`src/rtl/seg_scan_ctrl.sv`:
```
// Prescaled multiplexed seven-segment scanner with frame-synchronous shadow loading and PWM dimming.
// Optional leading-zero suppression is enabled by defining SEG_LEADING_ZERO_BLANK_EN.
module seg_scan_ctrl #(
  parameter int NUM_DIGITS = 8,
  parameter int PRESCALE   = 100000,
  parameter int DUTY_BITS  = 4
) (
  input  logic                          aclk,
  input  logic                          aresetn,
  input  logic                          load,
  input  logic [4*NUM_DIGITS-1:0]       digits_in,
  input  logic [NUM_DIGITS-1:0]         digit_en,
  input  logic [NUM_DIGITS-1:0]         dp_in,
  input  logic [DUTY_BITS-1:0]          brightness,
  output logic [NUM_DIGITS-1:0]         anode,
  output logic [6:0]                    cathode,
  output logic                          dp_n,
  output logic [$clog2(NUM_DIGITS)-1:0] digit_select,
  output logic                          frame_tick,
  output logic                          load_pending
);

  localparam int SW = $clog2(NUM_DIGITS);
  localparam int PW = $clog2(PRESCALE);
  localparam logic [PW-1:0]         PRE_MAX = PW'(PRESCALE - 1);
  localparam logic [SW-1:0]         SEL_MAX = SW'(NUM_DIGITS - 1);
  localparam logic [NUM_DIGITS-1:0] ONE_HOT0 = NUM_DIGITS'(1);

  function automatic logic [6:0] hex7(input logic [3:0] v);
    case (v)
      4'h0: hex7 = 7'h40;  4'h1: hex7 = 7'h79;  4'h2: hex7 = 7'h24;  4'h3: hex7 = 7'h30;
      4'h4: hex7 = 7'h19;  4'h5: hex7 = 7'h12;  4'h6: hex7 = 7'h02;  4'h7: hex7 = 7'h78;
      4'h8: hex7 = 7'h00;  4'h9: hex7 = 7'h10;  4'hA: hex7 = 7'h08;  4'hB: hex7 = 7'h03;
      4'hC: hex7 = 7'h46;  4'hD: hex7 = 7'h21;  4'hE: hex7 = 7'h06;  default: hex7 = 7'h0E;
    endcase
  endfunction

  logic [PW-1:0] pre_cnt, pre_nxt;
  logic [SW-1:0] sel_nxt;
  logic          slot_end, commit;

  logic [NUM_DIGITS-1:0][3:0] pend_dig, act_dig;
  logic [NUM_DIGITS-1:0]      pend_en, pend_dp, act_en, act_dp, act_sup, lz_mask;

  always_comb begin
    slot_end = (pre_cnt == PRE_MAX);
    pre_nxt  = slot_end ? '0 : pre_cnt + 1'b1;
    sel_nxt  = digit_select;
    if (slot_end) sel_nxt = (digit_select == SEL_MAX) ? '0 : digit_select + 1'b1;
    // a load landing on the frame_tick cycle wins over commit and waits a frame
    commit   = frame_tick && load_pending && !load;
  end

`ifdef SEG_LEADING_ZERO_BLANK_EN
  always_comb begin
    logic seen;
    lz_mask = '0;
    seen    = 1'b0;
    for (int i = NUM_DIGITS - 1; i > 0; i--) begin
      if (!seen && pend_dig[i] == 4'h0) lz_mask[i] = 1'b1;
      else                              seen       = 1'b1;
    end
  end
`else
  assign lz_mask = '0;
`endif

  logic pwm_on, gate, lit, dp_only;
  always_comb begin
    pwm_on  = (pre_cnt[DUTY_BITS-1:0] < brightness) || (&brightness);
    // slot's first cycle stays dark so the previous digit never ghosts into this one
    gate    = (pre_cnt != '0) && pwm_on;
    lit     = gate && act_en[digit_select];
    dp_only = gate && act_sup[digit_select];
  end

  always_ff @(posedge aclk or negedge aresetn) begin
    if (!aresetn) begin
      pre_cnt      <= '0;
      digit_select <= '0;
      frame_tick   <= 1'b0;
      load_pending <= 1'b0;
      pend_dig     <= '0;
      pend_en      <= '0;
      pend_dp      <= '0;
      act_dig      <= '0;
      act_en       <= '0;
      act_dp       <= '0;
      act_sup      <= '0;
      anode        <= '1;
      cathode      <= 7'h7F;
      dp_n         <= 1'b1;
    end else begin
      pre_cnt      <= pre_nxt;
      digit_select <= sel_nxt;
      frame_tick   <= (pre_nxt == PRE_MAX) && (sel_nxt == SEL_MAX);

      if (load) begin
        pend_dig     <= digits_in;
        pend_en      <= digit_en;
        pend_dp      <= dp_in;
        load_pending <= 1'b1;
      end else if (commit) begin
        load_pending <= 1'b0;
      end

      if (commit) begin
        act_dig <= pend_dig;
        act_en  <= pend_en & ~lz_mask;
        act_dp  <= pend_dp;
        act_sup <= lz_mask;
      end

      anode   <= lit ? ~(ONE_HOT0 << digit_select) : '1;
      cathode <= lit ? hex7(act_dig[digit_select]) : 7'h7F;
      dp_n    <= !((lit || dp_only) && act_dp[digit_select]);
    end
  end

endmodule

```
`config.mk`:
```
export PLATFORM = sky130hd
export DESIGN_NAME = seg_scan_ctrl
export DESIGN_NICKNAME = d
export VERILOG_FILES = /design/src/rtl/seg_scan_ctrl.sv
export SDC_FILE = /design/constraint.sdc
export NUM_CORES = 1
export LEC_CHECK = 0
export CORE_ASPECT_RATIO = 0.75
export CORE_UTILIZATION = 40
export DETAILED_ROUTE_END_ITERATION = 7
export DONT_BUFFER_PORTS = 1
export PLACE_DENSITY = 0.57
export SKIP_CTS_REPAIR_TIMING = 1
export SLEW_MARGIN = 20
export SYNTH_ARGS = -nofsm -noshare
export SYNTH_HDL_FRONTEND = slang
export SYNTH_SLANG_ARGS = --single-unit
```
`constraint.sdc`:
```
create_clock -name aclk -period 4.1 [get_ports aclk]
set_input_delay 1.23 -clock aclk [delete_from_list [all_inputs] [get_ports aclk]]
set_output_delay 1.23 -clock aclk [all_outputs]
set_load 0.02 [all_outputs]
```
### After elaboration in Yosys (flattened, before gate mapping)

Memories as Yosys holds them, arrays and structs flattened.
Cells that the tools add are included.

* register bits: 134
* bits in read-only memories: 120
* input bits: 55
* output and inout bits: 21
* word-level logic and storage cells: 67
* memories kept: 2

Memories
* (no name shown): words 16, bits a word 7, rd ports 1, clocked after Yosys merged registers in 0, wr ports 0, RTL line 30 `case (v)`
* (no name shown): words 8, bits a word 1, rd ports 1, clocked after Yosys merged registers in 0, wr ports 0, RTL line 74 `dp_only = gate && act_sup[digit_select];`

* add/subtract/negate cells: 2
* order comparisons: 2
* eq/ne operators: 4
* shift-type cells: 1
* mux-type cells: 14
* bitwise gates (word level): 1
* reduce and logical (&&, ||, !) cells: 14

Operators by type and width (number)
* $eq 17x17->1 const B: 2
* $add 17x1->17 const B: 1
* $mux 17: 1
* $reduce_bool 17->1: 1
* $bmux 4 s3: 1
* $mux 8: 1
* $not 8->8: 1
* $shl 1x3->8 const A: 1
* $logic_and 1x1->1: 7
* $mux 7: 1
* $bmux 1 s3: 2
* $eq 3x3->1 const B: 2
* $mux 3: 2
* $mux 1: 5
* $lt 3x4->1 const B: 1
* $lt 4x4->1: 1
* $mux 4: 1
* $reduce_and 4->1: 1
* $add 3x1->3 const B: 1
* $logic_not 1->1: 2
* $logic_or 1x1->1: 2
* $reduce_bool 2->1: 1

### Logic depth before layout (Yosys ltp)

Gate-level depths: netlist (run 1).

* depth in word-level cells: 7
* depth in mapped cells: 10
* depth with buffers taken out: 8

### Worst setup path after synthesis (run 1)

Ideal clock, no wire load.

* path type: input to register
* start point: input brightness[1]
* end point: register anode[1]
* library setup time: 0.086 ns
* arrival time: 2.402 ns
* data required time: 4.014 ns
* slack: 1.612 ns
* stages on the path: 7
* buffers on the path: 1
* path through: inv_1 > ha_1 > a21o_1 > a211o_1 > a21oi_4 > buf_6 > nand3_1

* cells in the longest elaborated chain, start to end: 5
* elaborated cells between the ends (all ways): 6
* classes of those cells: order compare: 1; mux: 1; reduce/logical: 4

Ends and longest elaborated chain
* from (decl): RTL line 14 `input logic [DUTY_BITS-1:0] brightness,`
* $lt 4x4->1 or $reduce_and 4->1 (tied branches): RTL line 70 `pwm_on = (pre_cnt[DUTY_BITS-1:0] < brightness) || (&brightness);`
* $logic_or 1x1->1 *: RTL line 70
* $logic_and 1x1->1 *: RTL line 72 `gate = (pre_cnt != '0) && pwm_on;`
* $logic_and 1x1->1 *: RTL line 73 `lit = gate && act_en[digit_select];`
* $mux 8 *: RTL line 114 `anode <= lit ? ~(ONE_HOT0 << digit_select) : '1;`
* to (signal assigned): RTL line 114
* to (decl): RTL line 15 `output logic [NUM_DIGITS-1:0] anode,`

Mark *: on every way between the ends. The rest lies on a longest branch, timed or not.
A chain may end at the register's enable or synchronous reset.

### Worst setup path after layout (run 1)

* start point: register digit_select[0]
* end point: register cathode[0]

* cells in the longest elaborated chain, start to end: 4
* elaborated cells between the ends (all ways): 7
* classes of those cells: mux: 5; reduce/logical: 1; memory: 1

Ends and longest elaborated chain
* from (decl): RTL line 18 `output logic [$clog2(NUM_DIGITS)-1:0] digit_select,`
* from (signal assigned): RTL line 95 `digit_select <= sel_nxt;`
* $bmux 4 s3 or $bmux 1 s3 (tied branches): RTL line 115, 73
* $mux 4 (implied by the code) or $mux 1 (tied branches): RTL line 115, 73
* $mem_v2 16x7 or $logic_and 1x1->1 (tied branches)
* $mux 7 *: RTL line 115 `cathode <= lit ? hex7(act_dig[digit_select]) : 7'h7F;`
* to (signal assigned): RTL line 115
* to (decl): RTL line 16 `output logic [6:0] cathode,`

Mark *: on every way between the ends. The rest lies on a longest branch, timed or not. The select of a mux whose other input is x is not followed.

==> impl_table.tex, run 1 <==
\begin{tabular}{lr}
\hline
Metric & Value \\
\hline
\multicolumn{2}{l}{\textbf{Run status}} \\
\quad Run status & finished clean \\
\multicolumn{2}{l}{\textbf{Route}} \\
\quad 1st-iter DRT viols & 202 \\
\quad Detail-routed via count per cell & 5.283 \\
\quad Remaining antenna violation count after routing & 0 \\
\quad Wirelength per Cell & 18.27 µm \\
\quad Final routed DRC violation total & 0 \\
\quad Total number of vias & 3455 \\
\quad Number of iterations in the first detailed-routing pass & 4 \\
\quad Total Wirelength & 11950 µm \\
\multicolumn{2}{l}{\textbf{Clocking}} \\
\quad TritonCTS clock tree & done \\
\quad Latest clock arrival within the worst-skew pair & 0.41 ns \\
\quad Clock transition at the register clock pins on the worst setup and hold paths after CTS & 0.06 ns \\
\quad Clock root buffer & sky130\_fd\_sc\_hd\_\_clkbuf\_16 \\
\quad Sinks on Clock Net & 134 \\
\quad TritonCTS buffer count & 17 \\
\quad Buffers from clock root to sink, at most & 2 \\
\quad Depth of the CTS H-tree & 4 \\
\multicolumn{2}{l}{\textbf{Worst setup path}} \\
\quad Highest-delay cell along the critical path & sky130\_fd\_sc\_hd\_\_dfrtp\_1 \\
\quad Gate family responsible for the most delay along the worst path & multiplexers \\
\quad Critical path type & flop to flop \\
\quad Depth of the worst register-to-register path & 6 \\
\quad Setup crit start kind & flop \\
\quad CP max stage delay & 0.89 ns \\
\quad Critical Path Stages & 6 \\
\quad Data required time at the worst endpoint & 4.44 ns \\
\quad Worst-path cell chain & buf\_4 > mux4\_2 > mux2i\_4 > nand2\_1 > and3b\_1 > o21ai\_1 \\
\quad Crit end category & flop \\
\quad Endpoint arrival time on the critical path & 3.06 ns \\
\quad Buffers plus inverters on the worst setup path & 1 \\
\quad Critical-path maximum fanout & 13 \\
\multicolumn{2}{l}{\textbf{Placement}} \\
\quad Hpwl dp & 8002 µm \\
\quad Routability congestion estimate from global placement & 0.8725 \\
\quad Worst setup slack after placement & 1.336 ns \\
\quad Quantity of I/O buffers inserted on ports & 0 \\
\multicolumn{2}{l}{\textbf{Timing}} \\
\quad Relative slew margins & 43.09\% \\
\quad Setup-violating endpoint count in the final report & 0 \\
\quad Final hold viol count & 0 \\
\quad Final setup margin & 1.374 ns \\
\quad Transition time at the pin with the least slew margin & 0.8537 ns \\
\quad Final Skew & 0.004616 ns \\
\quad Post-route clock period utilization & 66.49\% \\
\quad Unrepaired setup endpoints after global routing & no \\
\quad Fmax & 0.3668 GHz \\
\quad Shortest period the worst path allows & 2.726 ns \\
\quad Max-slew violations & 0 \\
\quad Total negative setup slack & 0 ns \\
\multicolumn{2}{l}{\textbf{Synthesis}} \\
\quad Register bit total from synthesis & 134 \\
\quad Number of flops mapped to enable cells by yosys & 0 \\
\quad Net count after synthesis & 515 \\
\quad Number of instances in the synthesized netlist & 443 \\
\quad Asr flop ratio synth & 100.0\% \\
\quad Number of distinct library cells after synthesis & 59 \\
\quad Avg Cell Area, Syn & 13.93 µm² \\
\quad Post-synthesis cell area & 6170 µm² \\
\quad Most used flip-flop cell after synthesis & sky130\_fd\_sc\_hd\_\_dfrtp\_1 \\
\quad Synth Warn \# & 0 \\
\quad Post-synthesis sequential area ratio & 54.67\% \\
\multicolumn{2}{l}{\textbf{Power and ir drop}} \\
\quad PD cells & 436.1 nW/µm² \\
\quad Peak supply drop & 0.0002592 V \\
\quad Leakage power summed over all cells & 3.103 nW \\
\multicolumn{2}{l}{\textbf{Global route}} \\
\quad Congestion Overflow GR & 0 \\
\quad Global-route wire length before repair & 19210 µm \\
\quad GR Layer Usage met3 & 6.680\% \\
\quad Number of global-route vias before repair & 3532 \\
\quad M1 GR Usage & 22.41\% \\
\quad GRT Util Overall & 15.99\% \\
\quad Antenna violations before repair & 2 \\
\quad Global routing's busiest layer & met2 \\
\quad Largest net degree at the start of global routing & 135 \\
\quad Global-route track usage on met2 & 22.80\% \\
\multicolumn{2}{l}{\textbf{Layout}} \\
\quad Leading cell type in the layout, fill and taps excluded & sky130\_fd\_sc\_hd\_\_dfrtp\_1 \\
\quad Filler cells & 1315 \\
\quad Share of layout cells above drive strength 1 & 35.76\% \\
\quad Multi-input gate area & 2582 µm² \\
\quad Commonest cells after routing, fill and taps aside & sky130\_fd\_sc\_hd\_\_dfrtp\_1, sky130\_fd\_sc\_hd\_\_mux2\_2, sky130\_fd\_sc\_hd\_\_nand2\_1 \\
\quad Synthesis-to-layout area growth & 11.66\% \\
\quad Fin nets & 513 \\
\quad Sequential standard cell area & 3373 µm² \\
\multicolumn{2}{l}{\textbf{Floorplan}} \\
\quad Horizontal extent of the die & 145.4 µm \\
\quad Vert. Die Dim & 109.6 µm \\
\quad Starting utilization of the core area & 41.86\% \\
\quad Total Die Area & 15930 µm² \\
\quad I/O Pins & 76 \\
\quad Number of cell rows & 38 \\
\quad Placeable Area & 14740 µm² \\
\multicolumn{2}{l}{\textbf{Min path}} \\
\quad Number of stages on the worst hold path & 1 \\
\quad Worst min-delay path category & flop to flop \\
\multicolumn{2}{l}{\textbf{Job}} \\
\quad Total of max-cap violations & 0 \\
\hline
\end{tabular}
==> synth_stat cells, drive strengths merged (2+ instances only) <==
| cell | instances | share of area, % |
|---|---|---|
| nor2 | 13 | 0.79 |
| mux2i | 6 | 1.4 |
| mux2 | 99 | 18 |
| nand3 | 20 | 1.6 |
| clkinv | 2 | 0.12 |
| o21ai | 5 | 0.47 |
| nor3 | 6 | 0.49 |
| nand2 | 21 | 1.3 |
| o2111ai | 2 | 0.28 |
| a21oi | 3 | 0.43 |
| nand4 | 4 | 0.41 |
| mux4 | 12 | 4.8 |
| clkbuf | 6 | 0.69 |
| nand3b | 2 | 0.24 |
| xnor2 | 4 | 0.57 |
| nor3b | 2 | 0.24 |
| ha | 17 | 3.4 |
| a21o | 2 | 0.24 |
| dfstp | 16 | 6.8 |
| nor4 | 5 | 0.61 |
| xor2 | 9 | 1.3 |
| and4 | 2 | 0.28 |
| o221ai | 3 | 0.43 |
| dfrtp | 118 | 48 |
| o21ba | 3 | 0.49 |
| o211ai | 5 | 0.77 |
| inv | 11 | 0.67 |
| buf | 19 | 2.0 |
| nand2b | 2 | 0.20 |
| and3b | 2 | 0.28 |
| o22ai | 2 | 0.20 |
| and3 | 6 | 0.61 |
==> per-layer routing <==
metal	up-vias	wire length, µm
li1	1604	-
met2	80	5188
met1	1759	5952
met5	-	13
met3	10	713
met4	2	82
==> kinds of logic after synthesis <==
kind of cell | share of synthesized area (%)
flops | 54.67
mux | 24.38
simple gates | 7.828
buf+inv | 3.468
compound gates | 4.360
fa+ha+maj | 3.448
xor+xnor | 1.845
==> area by class of cell <==
class	instances	area share, %
sequential	134	48.96
multi-input combinational	271	37.49
clock buffer	24	6.992
tap	200	3.632
clock inverter	7	1.744
inverter	13	0.7083
timing repair buffer	4	0.4359
antenna	1	0.03632
==> power breakdown <==
| part | internal (mW) | switching (mW) | leakage [nW] | total, mW |
|---|---|---|---|---|
| logic | 0.0447 | 0.0127 | 1.12 | 0.0574 |
| clock network | 1.00 | 0.546 | 0.290 | 1.55 |
| registers | 1.37 | 0.0263 | 1.69 | 1.40 |
| total | 2.42 | 0.585 | 3.10 | 3.00 |
==> flip-flops by register name, summed over array words and instances, names as in the netlist <==
signal,cells
load_pending,1
dp_n,1
pend_en,8
act_dig,32
act_dp,8
pend_dig,32
digit_select,3
anode,8
cathode,7
pend_dp,8
pre_cnt,17
act_en,8
frame_tick,1
==> stage by stage <==
step,std cells,instance area [µm²],total power [mW],utilization [%],hold slack [ns]
2_1_floorplan,443,6170,1.470,-,0.4704
3_3_place_gp,622,6285,1.477,42.64,0.4805
3_5_place_dp,622,6285,1.480,42.64,0.4876
4_1_cts,653,6887,3.040,46.72,0.5004
5_1_grt,653,6887,3.121,46.72,0.4859
6_report,654,6889,3.005,46.74,0.4978
==> final timing paths <==
path | startpoint | to | slack, ns
max | digit_select[0]$_DFF_PN0_ | cathode[0]$_DFF_PN1_ | 1.37
min | pend_dig[19]$_DFFE_PN0P_ | act_dig[19]$_DFFE_PN0P_ | 0.50
max reg2reg | digit_select[0]$_DFF_PN0_ | cathode[0]$_DFF_PN1_ | 1.37
min reg2reg | pend_dig[19]$_DFFE_PN0P_ | act_dig[19]$_DFFE_PN0P_ | 0.50
max in group asynchronous | aresetn | cathode[1]$_DFF_PN1_ | 3.37
min in group asynchronous | aresetn | pre_cnt[4]$_DFF_PN0_ | 0.52
Power figures use the tool's default switching activity.
==> run 2: changes to the inputs <==
clock period = 2.71 ns   (was 4.1 ns; I/O delays follow)
==> impl_table.tex, run 2 (synthesis results as in run 1) <==
\begin{tabular}{lr}
\hline
Metric & Value \\
\hline
\multicolumn{2}{l}{\textbf{Layout}} \\
\quad Commonest cells after routing, fill and taps aside & sky130\_fd\_sc\_hd\_\_dfrtp\_1, sky130\_fd\_sc\_hd\_\_mux2\_2, sky130\_fd\_sc\_hd\_\_nand2\_1 \\
\quad Filler cells & 1298 \\
\quad Multi-input gate area & 2582 µm² \\
\quad Sequential standard cell area & 3373 µm² \\
\quad Biggest regs & act\_dig (32), pend\_dig (32), pre\_cnt (17) \\
\quad Synthesis-to-layout area growth & 12.29\% \\
\quad Leading cell type in the layout, fill and taps excluded & sky130\_fd\_sc\_hd\_\_dfrtp\_1 \\
\quad Fin nets & 518 \\
\quad Share of layout cells above drive strength 1 & 37.47\% \\
\quad Count of placed standard cells in the final layout, fillers left out & 661 \\
\multicolumn{2}{l}{\textbf{Placement}} \\
\quad Quantity of I/O buffers inserted on ports & 0 \\
\quad Worst setup slack after placement & 0.3054 ns \\
\quad Hpwl dp & 8176 µm \\
\quad Placed Instances & 627 \\
\quad Routability congestion estimate from global placement & 0.8027 \\
\multicolumn{2}{l}{\textbf{Global route}} \\
\quad Global-route wire length before repair & 19390 µm \\
\quad Largest net degree at the start of global routing & 135 \\
\quad Number of global-route vias before repair & 3581 \\
\quad GRT Util Overall & 16.21\% \\
\quad Congestion Overflow GR & 0 \\
\quad Antenna violations before repair & 4 \\
\multicolumn{2}{l}{\textbf{Timing}} \\
\quad Relative slew margins & 65.08\% \\
\quad Final hold viol count & 0 \\
\quad Max-slew violations & 0 \\
\quad Final setup margin & 0.3334 ns \\
\quad Transition time at the pin with the least slew margin & 0.5239 ns \\
\quad Unrepaired setup endpoints after global routing & no \\
\quad Setup-violating endpoint count in the final report & 0 \\
\quad Post-route clock period utilization & 87.70\% \\
\quad Total negative setup slack & 0 ns \\
\quad Final Skew & 0.009831 ns \\
\quad Shortest period the worst path allows & 2.377 ns \\
\quad Fmax & 0.4208 GHz \\
\multicolumn{2}{l}{\textbf{Clocking}} \\
\quad TritonCTS clock tree & done \\
\quad TritonCTS buffer count & 17 \\
\quad Clock transition at the register clock pins on the worst setup and hold paths after CTS & 0.06 ns \\
\quad Sinks on Clock Net & 134 \\
\quad Depth of the CTS H-tree & 4 \\
\quad Buffers from clock root to sink, at most & 2 \\
\quad Latest clock arrival within the worst-skew pair & 0.42 ns \\
\quad Clock root buffer & sky130\_fd\_sc\_hd\_\_clkbuf\_16 \\
\multicolumn{2}{l}{\textbf{Route}} \\
\quad Wirelength per Cell & 18.06 µm \\
\quad Detail-routed via count per cell & 5.242 \\
\quad Total number of vias & 3465 \\
\quad Final routed DRC violation total & 0 \\
\quad 1st-iter DRT viols & 150 \\
\quad Number of iterations in the first detailed-routing pass & 4 \\
\quad Remaining antenna violation count after routing & 0 \\
\quad Total Wirelength & 11940 µm \\
\multicolumn{2}{l}{\textbf{Min path}} \\
\quad Worst min-delay path category & input pin to async pin \\
\multicolumn{2}{l}{\textbf{Worst setup path}} \\
\quad Data required time at the worst endpoint & 3.03 ns \\
\quad Endpoint arrival time on the critical path & 2.70 ns \\
\quad Depth of the worst register-to-register path & 7 \\
\quad Setup crit start kind & flop \\
\quad Critical-path maximum fanout & 11 \\
\quad Crit end category & flop \\
\quad Critical path type & flop to flop \\
\multicolumn{2}{l}{\textbf{Floorplan}} \\
\quad Horizontal extent of the die & 145.4 µm \\
\quad Starting utilization of the core area & 41.86\% \\
\quad Total Die Area & 15930 µm² \\
\quad I/O Pins & 76 \\
\quad Number of cell rows & 38 \\
\quad Placeable Area & 14740 µm² \\
\quad Vert. Die Dim & 109.6 µm \\
\multicolumn{2}{l}{\textbf{Run status}} \\
\quad Run status & finished clean \\
\multicolumn{2}{l}{\textbf{Job}} \\
\quad Total of max-cap violations & 0 \\
\multicolumn{2}{l}{\textbf{Power and ir drop}} \\
\quad PD cells & 645.3 nW/µm² \\
\quad Peak supply drop & 0.0004470 V \\
\quad Leakage power summed over all cells & 3.125 nW \\
\hline
\end{tabular}
==> run 2: area by class of cell <==
type	count	area share, %
inverters	13	0.7044
diodes	2	0.07224
clock buffers	18	6.339
repair buffers	9	1.156
well taps	200	3.612
clock inverters	14	2.149
flip-flops and latches	134	48.69
multi-input cells	271	37.28
==> run 2: report_power, final <==
group,switching [mW],total (mW),leakage [nW],internal (mW)
registers,0.0388,2.11,1.69,2.07
logic,0.0188,0.0863,1.16,0.0675
clock network,0.888,2.27,0.279,1.38
==> run 2: worst max-delay path, stage by stage, from the launching register on <==
cell and delay (ns):
sky130_fd_sc_hd__dfrtp_1 0.67, sky130_fd_sc_hd__mux4_1 0.63, sky130_fd_sc_hd__nand2_1 0.08, sky130_fd_sc_hd__nand2_1 0.18, sky130_fd_sc_hd__inv_1 0.16, sky130_fd_sc_hd__ha_1 0.25
sky130_fd_sc_hd__mux2i_1 0.09, sky130_fd_sc_hd__o221ai_1 0.22
==> run 2: final timing paths <==
path | endpoint | slack (ns) | start
max | cathode[5]$_DFF_PN1_ | 0.33 | digit_select[0]$_DFF_PN0_
min | pre_cnt[11]$_DFF_PN0_ | 0.09 | aresetn
max reg2reg | cathode[5]$_DFF_PN1_ | 0.33 | digit_select[0]$_DFF_PN0_
min reg2reg | act_dp[7]$_DFFE_PN0P_ | 0.50 | act_dp[7]$_DFFE_PN0P_
max in group asynchronous | dp_n$_DFF_PN1_ | 2.36 | aresetn
min in group aclk | act_dp[7]$_DFFE_PN0P_ | 0.50 | act_dp[7]$_DFFE_PN0P_
==> run 2: layer usage <==
layer  vias up  wire, µm  part of all wire (%)  global-route usage, %
li1       1630         -                     -                      -
met1      1736      5896                    49                  22.41
met2        83      5034                    42                  23.04
met3        14       835                   7.0                  6.307
met4         2       157                   1.3                  5.789
met5         -        13                  0.11                      0
==> run 2: through the flow <==
step / power (mW) / instance area (µm²) / util [%] / hold slack [ns]
2_1_floorplan: 2.224 / 6170 / - / 0.4704
3_3_place_gp: 2.233 / 6335 / 42.98 / 0.4809
3_5_place_dp: 2.238 / 6335 / 42.98 / 0.4894
4_1_cts: 4.521 / 6923 / 46.97 / 0.07265
5_1_grt: 4.638 / 6925 / 46.99 / 0.06304
6_report: 4.470 / 6928 / 47.00 / 0.08749
